## config.mk

```make
export PLATFORM = sky130hd
export DESIGN_NAME = fxp_square_iter_flat
export DESIGN_NICKNAME = d
export VERILOG_FILES = /design/src/rtl/fxp_square_iter_pkg.sv /design/src/rtl/fxp_square_iter_if.sv /design/src/rtl/fxp_round_sat.sv /design/src/rtl/fxp_square_iter.sv /design/src/flat_wrapper.sv
export SDC_FILE = /design/constraint.sdc
export NUM_CORES = 1
export LEC_CHECK = 0
export ABC_CLOCK_PERIOD_IN_PS = 4100
export BUFFER_PORTS_ARGS = -buffer_cell sky130_fd_sc_hd__clkbuf_2
export CORE_MARGIN = 10
export CORE_UTILIZATION = 31
export DETAILED_ROUTE_END_ITERATION = 10
export SETUP_SLACK_MARGIN = 0.2
export SYNTH_ARGS = -nofsm -noshare
export SYNTH_HDL_FRONTEND = slang
export SYNTH_SLANG_ARGS = --single-unit
```

## constraint.sdc

```tcl
create_clock -name clk -period 4.1 [get_ports clk]
set_input_delay 0.205 -clock clk [delete_from_list [all_inputs] [get_ports clk]]
set_output_delay 0.205 -clock clk [all_outputs]
set_load 0.03 [all_outputs]
```

## src/rtl/fxp_square_iter_pkg.sv

```systemverilog
// Shared defaults and FSM state encoding for the fixed-point square iterator.
// The width defaults match the sqrt block that feeds this checker.
package fxp_square_iter_pkg;

    localparam int unsigned DEF_WIDTH       = 16;
    localparam int unsigned DEF_OUT_F_WIDTH = 6;

    typedef enum logic [1:0] {
        IDLE  = 2'd0,
        MUL   = 2'd1,
        ROUND = 2'd2,
        DONE  = 2'd3
    } state_e;

endpackage

```

## src/rtl/fxp_square_iter_if.sv

```systemverilog
// Valid/ready bus for the square iterator: root in, rounded integer square out.
interface fxp_square_iter_if
    import fxp_square_iter_pkg::*;
#(
    parameter int unsigned WIDTH = DEF_WIDTH
) ();

    logic [WIDTH-1:0] root;
    logic             in_valid;
    logic             in_ready;
    logic [WIDTH-1:0] N;
    logic             ovf;
    logic             out_valid;
    logic             out_ready;

    modport master (
        output root, in_valid, out_ready,
        input  in_ready, N, ovf, out_valid
    );

    modport slave (
        input  root, in_valid, out_ready,
        output in_ready, N, ovf, out_valid
    );

endinterface

```

## src/rtl/fxp_round_sat.sv

```systemverilog
// Combinational round-half-up, right shift by SHIFT and saturate to OUT_WIDTH bits.
// SHIFT must be at least 1.
module fxp_round_sat
    import fxp_square_iter_pkg::*;
#(
    parameter int unsigned IN_WIDTH  = 2 * DEF_WIDTH,
    parameter int unsigned OUT_WIDTH = DEF_WIDTH,
    parameter int unsigned SHIFT     = 2 * DEF_OUT_F_WIDTH
) (
    input  logic [IN_WIDTH-1:0]  din,
    output logic [OUT_WIDTH-1:0] dout,
    output logic                 ovf
);

    localparam logic [IN_WIDTH:0] HALF = (IN_WIDTH + 1)'(1) << (SHIFT - 1);

    // One extra bit so the rounding add cannot wrap on an all-ones input.
    logic [IN_WIDTH:0] sum;
    logic [IN_WIDTH:0] q;

    always_comb begin
        sum  = {1'b0, din} + HALF;
        q    = sum >> SHIFT;
        ovf  = |q[IN_WIDTH:OUT_WIDTH];
        dout = ovf ? '1 : q[OUT_WIDTH-1:0];
    end

endmodule

```

## src/rtl/fxp_square_iter.sv

```systemverilog
// Iterative shift-add squarer: returns round(root^2) of an unsigned fixed-point root,
// one multiplier bit per cycle, with valid/ready handshakes on both sides.
module fxp_square_iter
    import fxp_square_iter_pkg::*;
#(
    parameter int unsigned WIDTH       = DEF_WIDTH,
    parameter int unsigned OUT_F_WIDTH = DEF_OUT_F_WIDTH
) (
    input  logic              clk,
    input  logic              rst,
    fxp_square_iter_if.slave  bus
);

    localparam int unsigned CNT_W = (WIDTH > 1) ? $clog2(WIDTH) : 1;

    state_e               state_q, state_d;
    logic [2*WIDTH-1:0]   acc_q, acc_d;
    logic [2*WIDTH-1:0]   mcand_q, mcand_d;
    logic [WIDTH-1:0]     mplr_q, mplr_d;
    logic [CNT_W-1:0]     cnt_q, cnt_d;
    logic [WIDTH-1:0]     n_q, n_d;
    logic                 ovf_q, ovf_d;
    logic                 out_valid_q, out_valid_d;
    logic                 in_ready_q, in_ready_d;

    logic [WIDTH-1:0]     rs_n;
    logic                 rs_ovf;

    fxp_round_sat #(
        .IN_WIDTH  (2 * WIDTH),
        .OUT_WIDTH (WIDTH),
        .SHIFT     (2 * OUT_F_WIDTH)
    ) u_round_sat (
        .din  (acc_q),
        .dout (rs_n),
        .ovf  (rs_ovf)
    );

    always_comb begin
        state_d     = state_q;
        acc_d       = acc_q;
        mcand_d     = mcand_q;
        mplr_d      = mplr_q;
        cnt_d       = cnt_q;
        n_d         = n_q;
        ovf_d       = ovf_q;
        out_valid_d = out_valid_q;

        case (state_q)
            IDLE: begin
                if (bus.in_valid && in_ready_q) begin
                    mcand_d              = '0;
                    mcand_d[WIDTH-1:0]   = bus.root;
                    mplr_d               = bus.root;
                    acc_d                = '0;
                    cnt_d                = '0;
                    state_d              = MUL;
                end
            end
            MUL: begin
                if (mplr_q[0]) begin
                    acc_d = acc_q + mcand_q;
                end
                mcand_d = mcand_q << 1;
                mplr_d  = mplr_q >> 1;
                cnt_d   = cnt_q + CNT_W'(1);
                if (cnt_q == CNT_W'(WIDTH - 1)) begin
                    state_d = ROUND;
                end
            end
            ROUND: begin
                n_d         = rs_n;
                ovf_d       = rs_ovf;
                out_valid_d = 1'b1;
                state_d     = DONE;
            end
            DONE: begin
                if (out_valid_q && bus.out_ready) begin
                    out_valid_d = 1'b0;
                    state_d     = IDLE;
                end
            end
            default: state_d = IDLE;
        endcase

        // Registered, so ready only reappears the cycle after the result handshake.
        in_ready_d = (state_d == IDLE);
    end

    always_ff @(posedge clk or posedge rst) begin
        if (rst) begin
            state_q     <= IDLE;
            acc_q       <= '0;
            mcand_q     <= '0;
            mplr_q      <= '0;
            cnt_q       <= '0;
            n_q         <= '0;
            ovf_q       <= 1'b0;
            out_valid_q <= 1'b0;
            in_ready_q  <= 1'b1;
        end else begin
            state_q     <= state_d;
            acc_q       <= acc_d;
            mcand_q     <= mcand_d;
            mplr_q      <= mplr_d;
            cnt_q       <= cnt_d;
            n_q         <= n_d;
            ovf_q       <= ovf_d;
            out_valid_q <= out_valid_d;
            in_ready_q  <= in_ready_d;
        end
    end

    assign bus.in_ready  = in_ready_q;
    assign bus.N         = n_q;
    assign bus.ovf       = ovf_q;
    assign bus.out_valid = out_valid_q;

endmodule
```

## src/flat_wrapper.sv

```systemverilog
// flat-port wrapper written by rule: the top's interface ports become plain ports
module fxp_square_iter_flat import fxp_square_iter_pkg::*;
#(
    parameter int unsigned WIDTH       = DEF_WIDTH,
    parameter int unsigned OUT_F_WIDTH = DEF_OUT_F_WIDTH
)
  (clk, rst, bus_root, bus_in_valid, bus_out_ready, bus_in_ready, bus_N, bus_ovf, bus_out_valid);
  fxp_square_iter_if #(.WIDTH(WIDTH)) bus_i ();
  input  logic clk;
  input  logic rst;
  input wire logic [$bits(bus_i.root)-1:0] bus_root;
  input wire logic [$bits(bus_i.in_valid)-1:0] bus_in_valid;
  input wire logic [$bits(bus_i.out_ready)-1:0] bus_out_ready;
  output wire logic [$bits(bus_i.in_ready)-1:0] bus_in_ready;
  output wire logic [$bits(bus_i.N)-1:0] bus_N;
  output wire logic [$bits(bus_i.ovf)-1:0] bus_ovf;
  output wire logic [$bits(bus_i.out_valid)-1:0] bus_out_valid;
  assign bus_i.root = bus_root;
  assign bus_i.in_valid = bus_in_valid;
  assign bus_i.out_ready = bus_out_ready;
  assign bus_in_ready = bus_i.in_ready;
  assign bus_N = bus_i.N;
  assign bus_ovf = bus_i.ovf;
  assign bus_out_valid = bus_i.out_valid;
  fxp_square_iter #(.WIDTH(WIDTH), .OUT_F_WIDTH(OUT_F_WIDTH)) u_core (.clk(clk), .rst(rst), .bus(bus_i));
endmodule
```

* Yosys cells after proc, flatten, opt, wreduce, memory -nomap -nowiden
Cells that the tools add are included.
** Word-level totals
- Bits in registers :: 105
- Output and inout port bits :: 19
- Word-level logic and storage cells :: 45
** Operators by class
- $add $sub $neg :: 3
- Equal/unequal tests :: 7
- Mux-type cells :: 16
- Reductions and logical operators :: 10
** Operators by type and width (count)
- case mux 32 bit (2 select lines) :: 2
- 2-to-1 mux 32 bit :: 3
- adder 32 x 12 -> 33 bit (second input constant) :: 1
- adder 32 bit :: 1
- 2-to-1 mux 16 bit :: 2
- case mux 16 bit (2 select lines) :: 1
- case mux 2 bit (4 select lines) :: 1
- case mux 4 bit (2 select lines) :: 1
- 2-to-1 mux 2 bit :: 3
- inequality test 2 x 1 -> 1 bit (second input constant) :: 3
- OR reduction 5 bit :: 1
- adder 4 x 1 -> 4 bit (second input constant) :: 1
- == test 2 bit (second input constant) :: 2
- == test 4 bit (second input constant) :: 1
- logical NOT 2 bit :: 2
- 2-to-1 mux 4 bit :: 1
- AND reduction 2 bit :: 2
- nonzero test 2 bit :: 2
- AND reduction 3 bit :: 1
- == test 2 x 1 -> 1 bit (second input constant) :: 1
- logical AND 1 bit :: 2
- case mux 1 bit (2 select lines) :: 1
- 2-to-1 mux 1 bit :: 1

* Logic depth before layout (Yosys ltp)
Gate-level depths: netlist (run 1).
- Word-level depth :: 4
- Depth in mapped cells :: 11
- Gate-level depth less buffers :: 11

* Hierarchy
A second synthesis (run 1) with hierarchy kept.
** Unflattened totals
- Cells, all modules :: 592
- Area, all modules :: 6055.8 um^2
** Modules (own cells, without submodules)
- fxp_square_iter :: instances 1, cells an instance 523, area an instance 5565.3 um^2, sequential area each 2628.8 um^2
- fxp_round_sat :: instances 1, cells an instance 69, area an instance 490.5 um^2, sequential area each 0.0 um^2

* Least setup slack after synthesis (run 1)
OpenSTA, ideal clock, no wires.
- Path type :: register to register
- Start :: register u_core.mcand_q[0]
- End :: register u_core.acc_q[28]
- Setup time :: 0.121 ns
- Arrival time :: 2.329 ns
- Required time :: 3.979 ns
- Path slack :: 1.650 ns
- Cell stages (with the launch flop) :: 12
- Buffers on the path :: 0
- Cells stage by stage :: dfrtp_1 ha_1 inv_1 fa_1 nor2b_1 o2111a_1 o31a_1 a211oi_2 nor3b_1 o22ai_2 xnor2_1 a22o_1
** Between the ends
- Longest elaborated chain between the ends :: 3
** Ends and longest elaborated chain
- start: declaration :: RTL line fxp_square_iter.sv:18 : logic [2*WIDTH-1:0] mcand_q, mcand_d;
- start signal: assignment :: RTL line fxp_square_iter.sv:104 : mcand_q <= mcand_d;
- adder 32 bit :: RTL line fxp_square_iter.sv:62 : acc_d = acc_q + mcand_q;
- 2-to-1 mux 32 bit :: RTL line fxp_square_iter.sv:61 : if (mplr_q[0]) begin
- case mux 32 bit (2 select lines) :: RTL line fxp_square_iter.sv:49 : case (state_q)
- end signal: assignment :: RTL line fxp_square_iter.sv:93 : acc_q <= '0;
- end signal: assignment :: RTL line fxp_square_iter.sv:103 : acc_q <= acc_d;
- end: declaration :: RTL line fxp_square_iter.sv:17 : logic [2*WIDTH-1:0] acc_q, acc_d;
No other way between the ends. The select of a mux whose other input is x is not followed.
A chain may end at the register's enable or synchronous reset.

* Final worst setup path (run 1)
- Start :: register u_core.mcand_q[0]
- End :: register u_core.acc_q[30]
Same word-level chain as after synthesis.

==> reports/metrics.cfg, run 1 <==
[floorplanning]
coreArea_um2=18830
start_util=0.3161
chipHeight_um=158.6
ioPinCount=39
dieArea_um2=25150
placementRows=50
dieWidth_um=158.6

[timing]
tns_ps=0
hold_viol_final=0
finalCritPeriodShare=0.6684
fmax_ghz=0.3649
fin_crit_ps=2741
setup_viol=0
skew_ps=10.51
slew_violations=0
fin_ws_ps=1359
max_slew_margin=0.2697
tightestPinTransition_ps=1090
rsz0062_at_grt=no

[cts]
clk_path_buf_depth=2
ctsHtreeMaxLevel=3
cts.sink_count=105
cts_root_buf=clkbuf_16
post_cts_buffers=0
path_clk_slew_ps=80
clk_latency_ps=360
cts_buffers=9
cts_tree=yes
ctsResizeCount=0

[hold_path]
holdPathEnd=u_core.mplr_q[0]
hp-start=bus_root[0]
whs_path_depth=3
hp-class=primary input to flip-flop

[route]
viasPerCell=5.027
drt_iter0_markers=251
wl_per_cell_um=14.74
drc=0
antenna_left=0
drt-total-wl_um=13090
num_vias=4464
dr.pass1.iters=4

[placed_design]
place_congestion=0.8149
dp_slack_ps=1414
port_buffers=38
hpwl_um=9545

[setup_path]
crit_fanout=4
crit_type=flip-flop to flip-flop
cp.required_ps=4340
crit_arrival_ps=2980
end_kind=flip-flop
rr_startpoint=u_core.mcand_q[0]
worstReg2RegEnd=u_core.acc_q[30]
r2r_setup_slack_ps=1360
worstSetupStartpointType=flip-flop
reg2reg_depth=11

[layout]
fillers=1907
area.sequential_um2=2629
syn2layout_area_growth_pct=12.59
layout-drive-gt1-share=0.1449
multi_input_area_um2=3168
antenna_cells=0
fin_nets=677

[synth]
synth_area_leaders=dfrtp_1 (44%), ha_1 (6.9%), a221o_1 (4.7%)
yosys_warnings=0
syn-mean-instance-area_um2=10.01
synth_top_cell_by_area=dfrtp_1
yosys_most_used_dff=dfrtp_1
ys_types=62
async_flop_share=1.000
synth.most_common_cell=dfrtp_1
syn_nets=649
synthTopCellsByCount=dfrtp_1 (104), nand2_1 (56), nor2_1 (40)
synth-edff-count=0
mappedNetlistArea_um2=5953
synth_top_cell_area_share=0.4372
ys_ff_latch=105
yosysSeqAreaShare=0.4416
synthCells=595

[global_routing]
gr-total-overflow=0
grt_usage=0.1116
grt_pass1_vias=4407
antenna_found_initial=0
grt_max_degree=52
grt_pass1_wl_um=22980

[power]
p_leak_nw=3.109
seq_power_share=0.386
max-vdd-ir-drop_mv=0.1984
p_int_mw=2.576
comb_power_share=0.426
p_per_area_nw_per_um2=676.2
swShare=0.4317
pwr-share-clk=0.189
p_switching_mw=1.957

[run_status]
status=finished, final reports clean

[job]
cap_violations=0

-- how the worst max path moves through the flow --
stage,from,endpoint,slack [ps],cells after the start
6_report,u_core.mcand_q[0],u_core.acc_q[30],1360,11
5_1_grt,u_core.mcand_q[0],u_core.acc_q[30],1130,11
4_1_cts,u_core.mcand_q[0],u_core.acc_q[30],1360,11
3_5_place_dp,u_core.mcand_q[0],u_core.acc_q[30],1410,11
3_3_place_gp,u_core.mcand_q[0],u_core.acc_q[28],1440,11
2_1_floorplan,rst,u_core.acc_q[0],1140,1
-- sequential cells by signal, summed over array words and instances (netlist names) --
name	flops
u_core.bus.in_ready	1
u_core.mplr_q	16
u_core.bus.ovf	1
u_core.cnt_q	4
u_core.bus.out_valid	1
u_core.state_q	2
u_core.mcand_q	32
u_core.bus.N	16
u_core.acc_q	32
-- metrics by stage --
stage	instance area (µm²)	cells	hold WS (ps)	power, mW	util
after floorplan	5953	595	326.2	3.209	-
after global placement	6405	871	283.8	3.695	0.3401
after detailed placement	6405	871	293.2	3.703	0.3401
after CTS	6703	888	90.02	4.575	0.3559
after global routing	6703	888	107.3	4.898	0.3559
final	6703	888	94.00	4.533	0.3559
-- kinds of logic after synthesis --
| kind of cell | share of synthesized area |
|---|---|
| xor gates and xnor gates | 0.06032 |
| and+or+nand+nor | 0.1444 |
| adders and majority gates | 0.07272 |
| DFF | 0.4416 |
| muxes | 0.005044 |
| AOI/OAI and AO/OA | 0.2470 |
| buffers and inverters | 0.02900 |
-- timing repair --
action | in CTS | in global routing
setup endpoints to repair | 0 | 0
hold buffers | 1 | 0
hold endpoints to repair | 40 | 0
-- final cells by class --
cell class / count / share of cell area
clock buffer: 9 / 0.03360
tap: 260 / 0.04853
sequential: 105 / 0.3922
clock inverter: 7 / 0.009334
inverter: 12 / 0.007094
timing repair buffer: 45 / 0.03659
multi-input combinational: 450 / 0.4727
-- critical path, cell delays in order, from the launching register on --
cell	delay [ps]
dfrtp_1	370
ha_1	200
inv_1	60
fa_1	400
nor2b_1	170
o2111a_1	230
o31a_1	230
a211oi_2	120
nor3b_1	390
o21bai_1	150
a21boi_0	190
o211ai_1	100
-- placed cells by master (no fill, tap or decap), drive strengths merged, types with 6 or more instances in the layout --
cell,netlist,layout
and3,11,11
nand2,57,57
clkbuf,24,47
and2,16,16
nor2,40,40
xnor2,19,19
a21o,19,19
dfrtp,104,104
a21oi,42,42
nand2b,7,7
nand3,17,17
a22o,21,21
buf,4,6
o21ai,50,50
inv,12,16
xor2,22,22
a221o,28,28
ha,33,33
-- routing by layer --
metal | global-route usage | vias to the layer above | share of wire
met5 | 0 | - | 0
met4 | 0.03529 | 0 | 0.015
met3 | 0.02482 | 15 | 0.039
met2 | 0.1705 | 55 | 0.44
met1 | 0.1530 | 2142 | 0.51
li1 | - | 2252 | -
-- power by group through the flow --
stage                     Clock (mW)  Combinational, mW  Sequential (mW)
after floorplan                    0               1.38             1.83
after global placement             0               1.93             1.76
after detailed placement           0               1.94             1.77
after CTS                      0.875               1.95             1.75
after global routing           0.919               2.16             1.81
final                          0.855               1.93             1.75
Power figures use the tool's default switching activity.
==> inputs of run 2 (changes only) <==
- ABC_CLOCK_PERIOD_IN_PS: 4100 -> 2300
- clock period: 4.1 -> 2.3 ns (I/O delays scaled with it)
==> reports/metrics.cfg, run 2 (synthesized netlist as in run 1, its figures left out) <==
[run_status]
status=finished, violations left  ; was finished, final reports clean
violations=setup timing

[timing]
setup_viol=11  ; was 0
slew_violations=0  ; unchanged
fin_ws_ps=-155.7  ; was 1359 ps
hold_viol_final=0  ; unchanged
max_slew_margin=0.3168  ; was 0.2697
fmax_ghz=0.4072  ; was 0.3649 GHz
fin_crit_ps=2456  ; was 2741 ps
rsz0062_at_grt=yes  ; was no
tightestPinTransition_ps=1025  ; was 1090 ps
skew_ps=7.344  ; was 10.51 ps
finalCritPeriodShare=1.068  ; was 0.6684

[cts]
clk_latency_ps=360  ; about the same
clk_path_buf_depth=2  ; unchanged
cts_tree=yes  ; unchanged
path_clk_slew_ps=70  ; was 80 ps
cts.sink_count=105  ; unchanged
ctsHtreeMaxLevel=3  ; unchanged
cts_buffers=9  ; unchanged
cts_root_buf=clkbuf_16  ; unchanged

[route]
drc=0  ; unchanged
antenna_left=0  ; unchanged
wl_per_cell_um=15.58  ; was 14.74 µm
drt_iter0_markers=200  ; was 251
drt-total-wl_um=15130  ; was 13090 µm
dr.pass1.iters=5  ; was 4
num_vias=4898  ; was 4464
viasPerCell=5.044  ; was 5.027

[placed_design]
port_buffers=38  ; unchanged
dp.cells=932  ; was 871
hpwl_um=10540  ; was 9545 µm
place_congestion=0.8428  ; was 0.8149
placed_area_um2=6999  ; was 6405 µm²

[layout]
final_common_cell=dfrtp_1  ; unchanged
layout-drive-gt1-share=0.3165  ; was 0.1449
fin_cells=971  ; was 888
top_regs=u_core.acc_q: 32 flops, u_core.mcand_q: 32 flops  ; unchanged
antenna_cells=0  ; unchanged
fillers=1786  ; was 1907
postLayoutCoreUtil=0.4191  ; was 0.3559
syn2layout_area_growth_pct=32.56  ; was 12.59%
fin_nets=760  ; was 677
layout_common_cells=dfrtp_1 (100), buf_4 (75), nand2_1 (53), clkbuf_2 (38), nor2_1 (37)  ; was dfrtp_1 (104), nand2_1 (56), nor2_1 (39), o21ai_0 (39), clkbuf_2 (38)
fin_area_um2=7891  ; was 6703 µm²

[floorplanning]
dieWidth_um=158.6  ; unchanged
start_util=0.3161  ; unchanged
placementRows=50  ; unchanged
dieArea_um2=25150  ; unchanged
coreArea_um2=18830  ; unchanged
ioPinCount=39  ; unchanged
chipHeight_um=158.6  ; unchanged

[setup_path]
crit_slowest_cell=fa_2  ; was fa_1
crit_family=compound AO/OA/AOI/OAI gates  ; unchanged
crit_arrival_ps=2690  ; was 2980 ps
end_kind=flip-flop  ; unchanged
cp_num_buf_inv=2  ; was 1
worstSetupStartpointType=flip-flop  ; unchanged
cp_cell_sequence=ha_2 > inv_2 > fa_2 > nor2b_4 > o2111a_1 > o31a_1 > a211oi_2 > buf_4 > or2_4 > o21ai_2 > xnor2_1 > o21ai_1  ; was ha_1 > inv_1 > fa_1 > nor2b_1 > o2111a_1 > o31a_1 > a211oi_2 > nor3b_1 > o21bai_1 > a21boi_0 > o211ai_1
crit_fanout=3  ; was 4
crit_type=flip-flop to flip-flop  ; unchanged
cp_slowest_stage_delay_ps=360  ; was 400 ps
cp.required_ps=2540  ; was 4340 ps

[global_routing]
grt_pass1_wl_um=24110  ; was 22980 µm
antenna_found_initial=0  ; unchanged
gr-total-overflow=0  ; unchanged
grt_max_degree=55  ; was 52
grt_usage=0.1180  ; was 0.1116
grt_pass1_vias=4856  ; was 4407

[hold_path]
hp-class=primary input to flip-flop  ; unchanged

[power]
fin_total_pwr_mw=9.564  ; was 4.533 mW
max-vdd-ir-drop_mv=0.4546  ; was 0.1984 mV
p_per_area_nw_per_um2=1212  ; was 676.2 nW/µm²
p_leak_nw=3.624  ; was 3.109 nW

[job]
cap_violations=0  ; unchanged

-- run 2: cell count changes in the layout (fill, tap and decap cells not counted), sizes merged --
| cell | previous run | this run |
|---|---|---|
| clkbuf | 47 | 51 |
| clkinv | 3 | 1 |
| clkinvlp | 0 | 1 |
| bufinv | 0 | 4 |
| inv | 16 | 11 |
| buf | 6 | 87 |
-- run 2: final cells by class --
type | instances | area (µm²) | share of cell area
timing repair buffer | 128 | 957.2 | 0.1213
inverter | 12 | 48.80 | 0.006184
sequential | 105 | 2634 | 0.3338
tap | 260 | 325.3 | 0.04122
clock inverter | 5 | 125.1 | 0.01586
multi-input combinational | 450 | 3548 | 0.4497
clock buffer | 11 | 252.7 | 0.03203
-- run 2: per-layer routing --
metal  share of wire  GRT usage  vias to the layer above
met4          0.0099    0.03176                        0
met1            0.48     0.1543                     2413
met2            0.47     0.1908                       69
li1                -          -                     2407
met5               0          0                        -
met3           0.039    0.02779                        9
-- run 2: final timing paths --
check                                  startpoint                  to  slack [ps]  cells past startpoint
max in group asynchronous                     rst  u_core.mcand_q[14]        1280                      4
worst max register to register  u_core.mcand_q[0]    u_core.acc_q[20]        -160                     12
min in group asynchronous                     rst    u_core.acc_q[17]         530                      4
worst min-delay path                  bus_root[0]   u_core.mcand_q[0]          20                      2
worst min register to register    u_core.cnt_q[3]     u_core.cnt_q[3]         490                      1
worst max-delay path            u_core.mcand_q[0]    u_core.acc_q[20]        -160                     12
-- run 2: report_power, final --
group          switching [mW]  internal (mW)  total (mW)
registers               0.588           2.51        3.09
logic                    2.54           2.01        4.55
clock network           0.685           1.23        1.92
-- run 2: through the flow --
step	worst slack [ps]	hold slack [ps]	TNS (ps)
global route	-325.0	14.49	-3694
global placement	-117.7	361.7	-409.1
finish	-155.7	23.17	-1121
CTS	-146.4	8.348	-1077
detailed placement	-196.5	372.7	-877.5
floorplan	15.73	236.2	0
-- run 2: timing repair --
item                                    4_1_cts  5_1_grt
cloned                                        0        2
endpoints found under the setup margin       27       41
pin swaps                                    19       33
resized for setup                            17       57
endpoints found under the hold margin        11        0
setup buffers                                 9       11
hold buffers                                  1        0
==> inputs of run 3 (changes only) <==
- ABC_CLOCK_PERIOD_IN_PS: 2300 -> 2700
- SETUP_SLACK_MARGIN: 0.2 -> default
- clock period: 2.3 -> 2.7 ns (I/O delays scaled with it)
==> reports/metrics.cfg, run 3 (synthesized netlist as in run 1, its figures left out) <==
[timing]
setup_viol=0  ; was 11
tns_ps=0  ; was -1121 ps
finalCritPeriodShare=0.9376  ; was 1.068
tightestPinTransition_ps=973.4  ; was 1025 ps
slew_violations=0  ; unchanged
skew_ps=6.624  ; was 7.344 ps
hold_viol_final=0  ; unchanged
max_slew_margin=0.3511  ; was 0.3168
rsz0062_at_grt=yes  ; unchanged
fmax_ghz=0.3950  ; was 0.4072 GHz
whs_ps=30.71  ; was 23.17 ps
fin_crit_ps=2531  ; was 2456 ps
fin_ws_ps=168.5  ; was -155.7 ps

[route]
drt-total-wl_um=13500  ; was 15130 µm
num_vias=4569  ; was 4898
drt_iter0_markers=311  ; was 200
viasPerCell=5.071  ; was 5.044
antenna_left=0  ; unchanged
drc=0  ; unchanged
dr.pass1.iters=4  ; was 5
wl_per_cell_um=14.98  ; was 15.58 µm

[layout]
top_regs=u_core.acc_q: 32 flops, u_core.mcand_q: 32 flops  ; unchanged
fin_cells=901  ; was 971
multi_input_area_um2=3196  ; was 3548 µm²
layout-drive-gt1-share=0.1700  ; was 0.3165
fin_area_um2=6857  ; was 7891 µm²
fin_nets=690  ; was 760
final_common_cell=dfrtp_1  ; unchanged
layout_common_cells=dfrtp_1 (104), nand2_1 (56), nor2_1 (39), o21ai_0 (39), clkbuf_2 (38)  ; was dfrtp_1 (100), buf_4 (75), nand2_1 (53), clkbuf_2 (38), nor2_1 (37)
syn2layout_area_growth_pct=15.17  ; was 32.56%
postLayoutCoreUtil=0.3641  ; was 0.4191
antenna_cells=0  ; unchanged
fillers=1875  ; was 1786
area.sequential_um2=2629  ; was 2634 µm²

[cts]
cts_tree=yes  ; unchanged
path_clk_slew_ps=70  ; about the same
ctsHtreeMaxLevel=3  ; unchanged
cts_root_buf=clkbuf_16  ; unchanged
clk_path_buf_depth=2  ; unchanged
cts_buffers=9  ; unchanged
clk_latency_ps=350  ; was 360 ps
cts.sink_count=105  ; unchanged

[floorplanning]
start_util=0.3161  ; unchanged
dieArea_um2=25150  ; unchanged
dieWidth_um=158.6  ; unchanged
chipHeight_um=158.6  ; unchanged
placementRows=50  ; unchanged
coreArea_um2=18830  ; unchanged
ioPinCount=39  ; unchanged

[global_routing]
gr-total-overflow=0  ; unchanged
grt_usage=0.1146  ; was 0.1180
grt_max_degree=51  ; was 55
antenna_found_initial=0  ; unchanged
grt_pass1_vias=4499  ; was 4856
grt_pass1_wl_um=23250  ; was 24110 µm

[hold_path]
hp-class=primary input to flip-flop  ; unchanged

[power]
max-vdd-ir-drop_mv=0.3404  ; was 0.4546 mV
p_per_area_nw_per_um2=1028  ; was 1212 nW/µm²
fin_total_pwr_mw=7.049  ; was 9.564 mW
p_leak_nw=3.190  ; was 3.624 nW

[setup_path]
path_depth=11  ; was 12
critical_path.endpoint=u_core.acc_q[28]  ; was u_core.acc_q[20]
cp_num_buf_inv=1  ; was 2
r2r_setup_slack_ps=170  ; was -160 ps
cp-startpoint=u_core.mcand_q[0]  ; unchanged
cp.required_ps=2950  ; was 2540 ps
end_kind=flip-flop  ; unchanged
cp_cell_sequence=ha_2 > inv_1 > fa_1 > nor2b_2 > o2111a_1 > o31a_1 > a211oi_4 > nor3b_2 > o22ai_2 > xnor2_1 > a22o_1  ; was ha_2 > inv_2 > fa_2 > nor2b_4 > o2111a_1 > o31a_1 > a211oi_2 > buf_4 > or2_4 > o21ai_2 > xnor2_1 > o21ai_1
reg2reg_depth=11  ; was 12
crit_slowest_cell=fa_1  ; was fa_2
crit_type=flip-flop to flip-flop  ; unchanged
crit_arrival_ps=2780  ; was 2690 ps
cp_slowest_stage_delay_ps=410  ; was 360 ps
worstSetupStartpointType=flip-flop  ; unchanged
rr_startpoint=u_core.mcand_q[0]  ; unchanged
crit_family=compound AO/OA/AOI/OAI gates  ; unchanged
worstReg2RegEnd=u_core.acc_q[28]  ; was u_core.acc_q[20]
crit_fanout=3  ; unchanged

[placed_design]
dp.cells=883  ; was 932
port_buffers=38  ; unchanged
place_congestion=0.8478  ; was 0.8428
dp_slack_ps=18.85  ; was -196.5 ps
placed_area_um2=6509  ; was 6999 µm²
hpwl_um=9704  ; was 10540 µm

[run_status]
status=finished, final reports clean  ; was finished, violations left

[job]
cap_violations=0  ; unchanged

run 3: cell count changes in the layout (fill, tap and decap cells not counted), moves of 4 or more:
| cell | before | now |
|---|---|---|
| buf_6 | 11 | 0 |
| o21ai_0 | 21 | 39 |
| ha_1 | 21 | 32 |
| a21oi_2 | 14 | 10 |
| buf_4 | 75 | 18 |
| dfrtp_1 | 100 | 104 |
| and3_4 | 6 | 2 |
| o21ai_1 | 21 | 8 |
| dfrtp_2 | 4 | 0 |
| ha_4 | 11 | 0 |
| a21oi_1 | 25 | 32 |
| o21ai_2 | 7 | 3 |
run 3: cell type report:
cell class,instances,area share
Clock buffer,9,0.03285
Clock inverter,7,0.01131
Inverter,12,0.007117
Multi-Input combinational cell,450,0.4661
Sequential cell,105,0.3834
Tap cell,260,0.04745
Timing Repair Buffer,58,0.05182
run 3: metal layers:
metal	track usage	part of all wire	routed length [µm]	up-vias
met5	0	0	0	-
met4	0.03573	0.014	189	0
met3	0.02617	0.042	566	13
met2	0.1781	0.45	6076	72
met1	0.1546	0.49	6667	2205
li1	-	-	-	2279
run 3: worst reg2reg max path, stage by stage (launching register included):
cell and delay, ps:
dfrtp_1 370, ha_2 200, inv_1 50, fa_1 410
nor2b_2 150, o2111a_1 220, o31a_1 240, a211oi_4 100
nor3b_2 270, o22ai_2 100, xnor2_1 130, a22o_1 190
run 3: how the worst min path moves through the flow:
stage / from / to / slack [ps] / cells after the start
3_5_place_dp: rst / u_core.cnt_q[3] / 270 / 2
3_3_place_gp: rst / u_core.cnt_q[3] / 280 / 2
6_report: bus_root[0] / u_core.mplr_q[0] / 30 / 3
5_1_grt: bus_root[15] / u_core.mplr_q[15] / 30 / 2
2_1_floorplan: bus_root[0] / u_core.mplr_q[0] / 260 / 2
4_1_cts: bus_root[0] / u_core.mplr_q[0] / 30 / 3
run 3: repair_timing:
action	CTS	global route
setup endpoints to repair	1	7
hold buffers	1	0
pin swaps	0	2
resized for setup	1	6
hold endpoints to repair	30	0
setup buffers	0	1
run 3: report_power, final:
| part | leakage (nW) | switching [mW] | internal (mW) |
|---|---|---|---|
| combinational | 1.68 | 1.86 | 1.21 |
| sequential | 1.36 | 0.495 | 2.13 |
| clock | 0.152 | 0.626 | 0.731 |
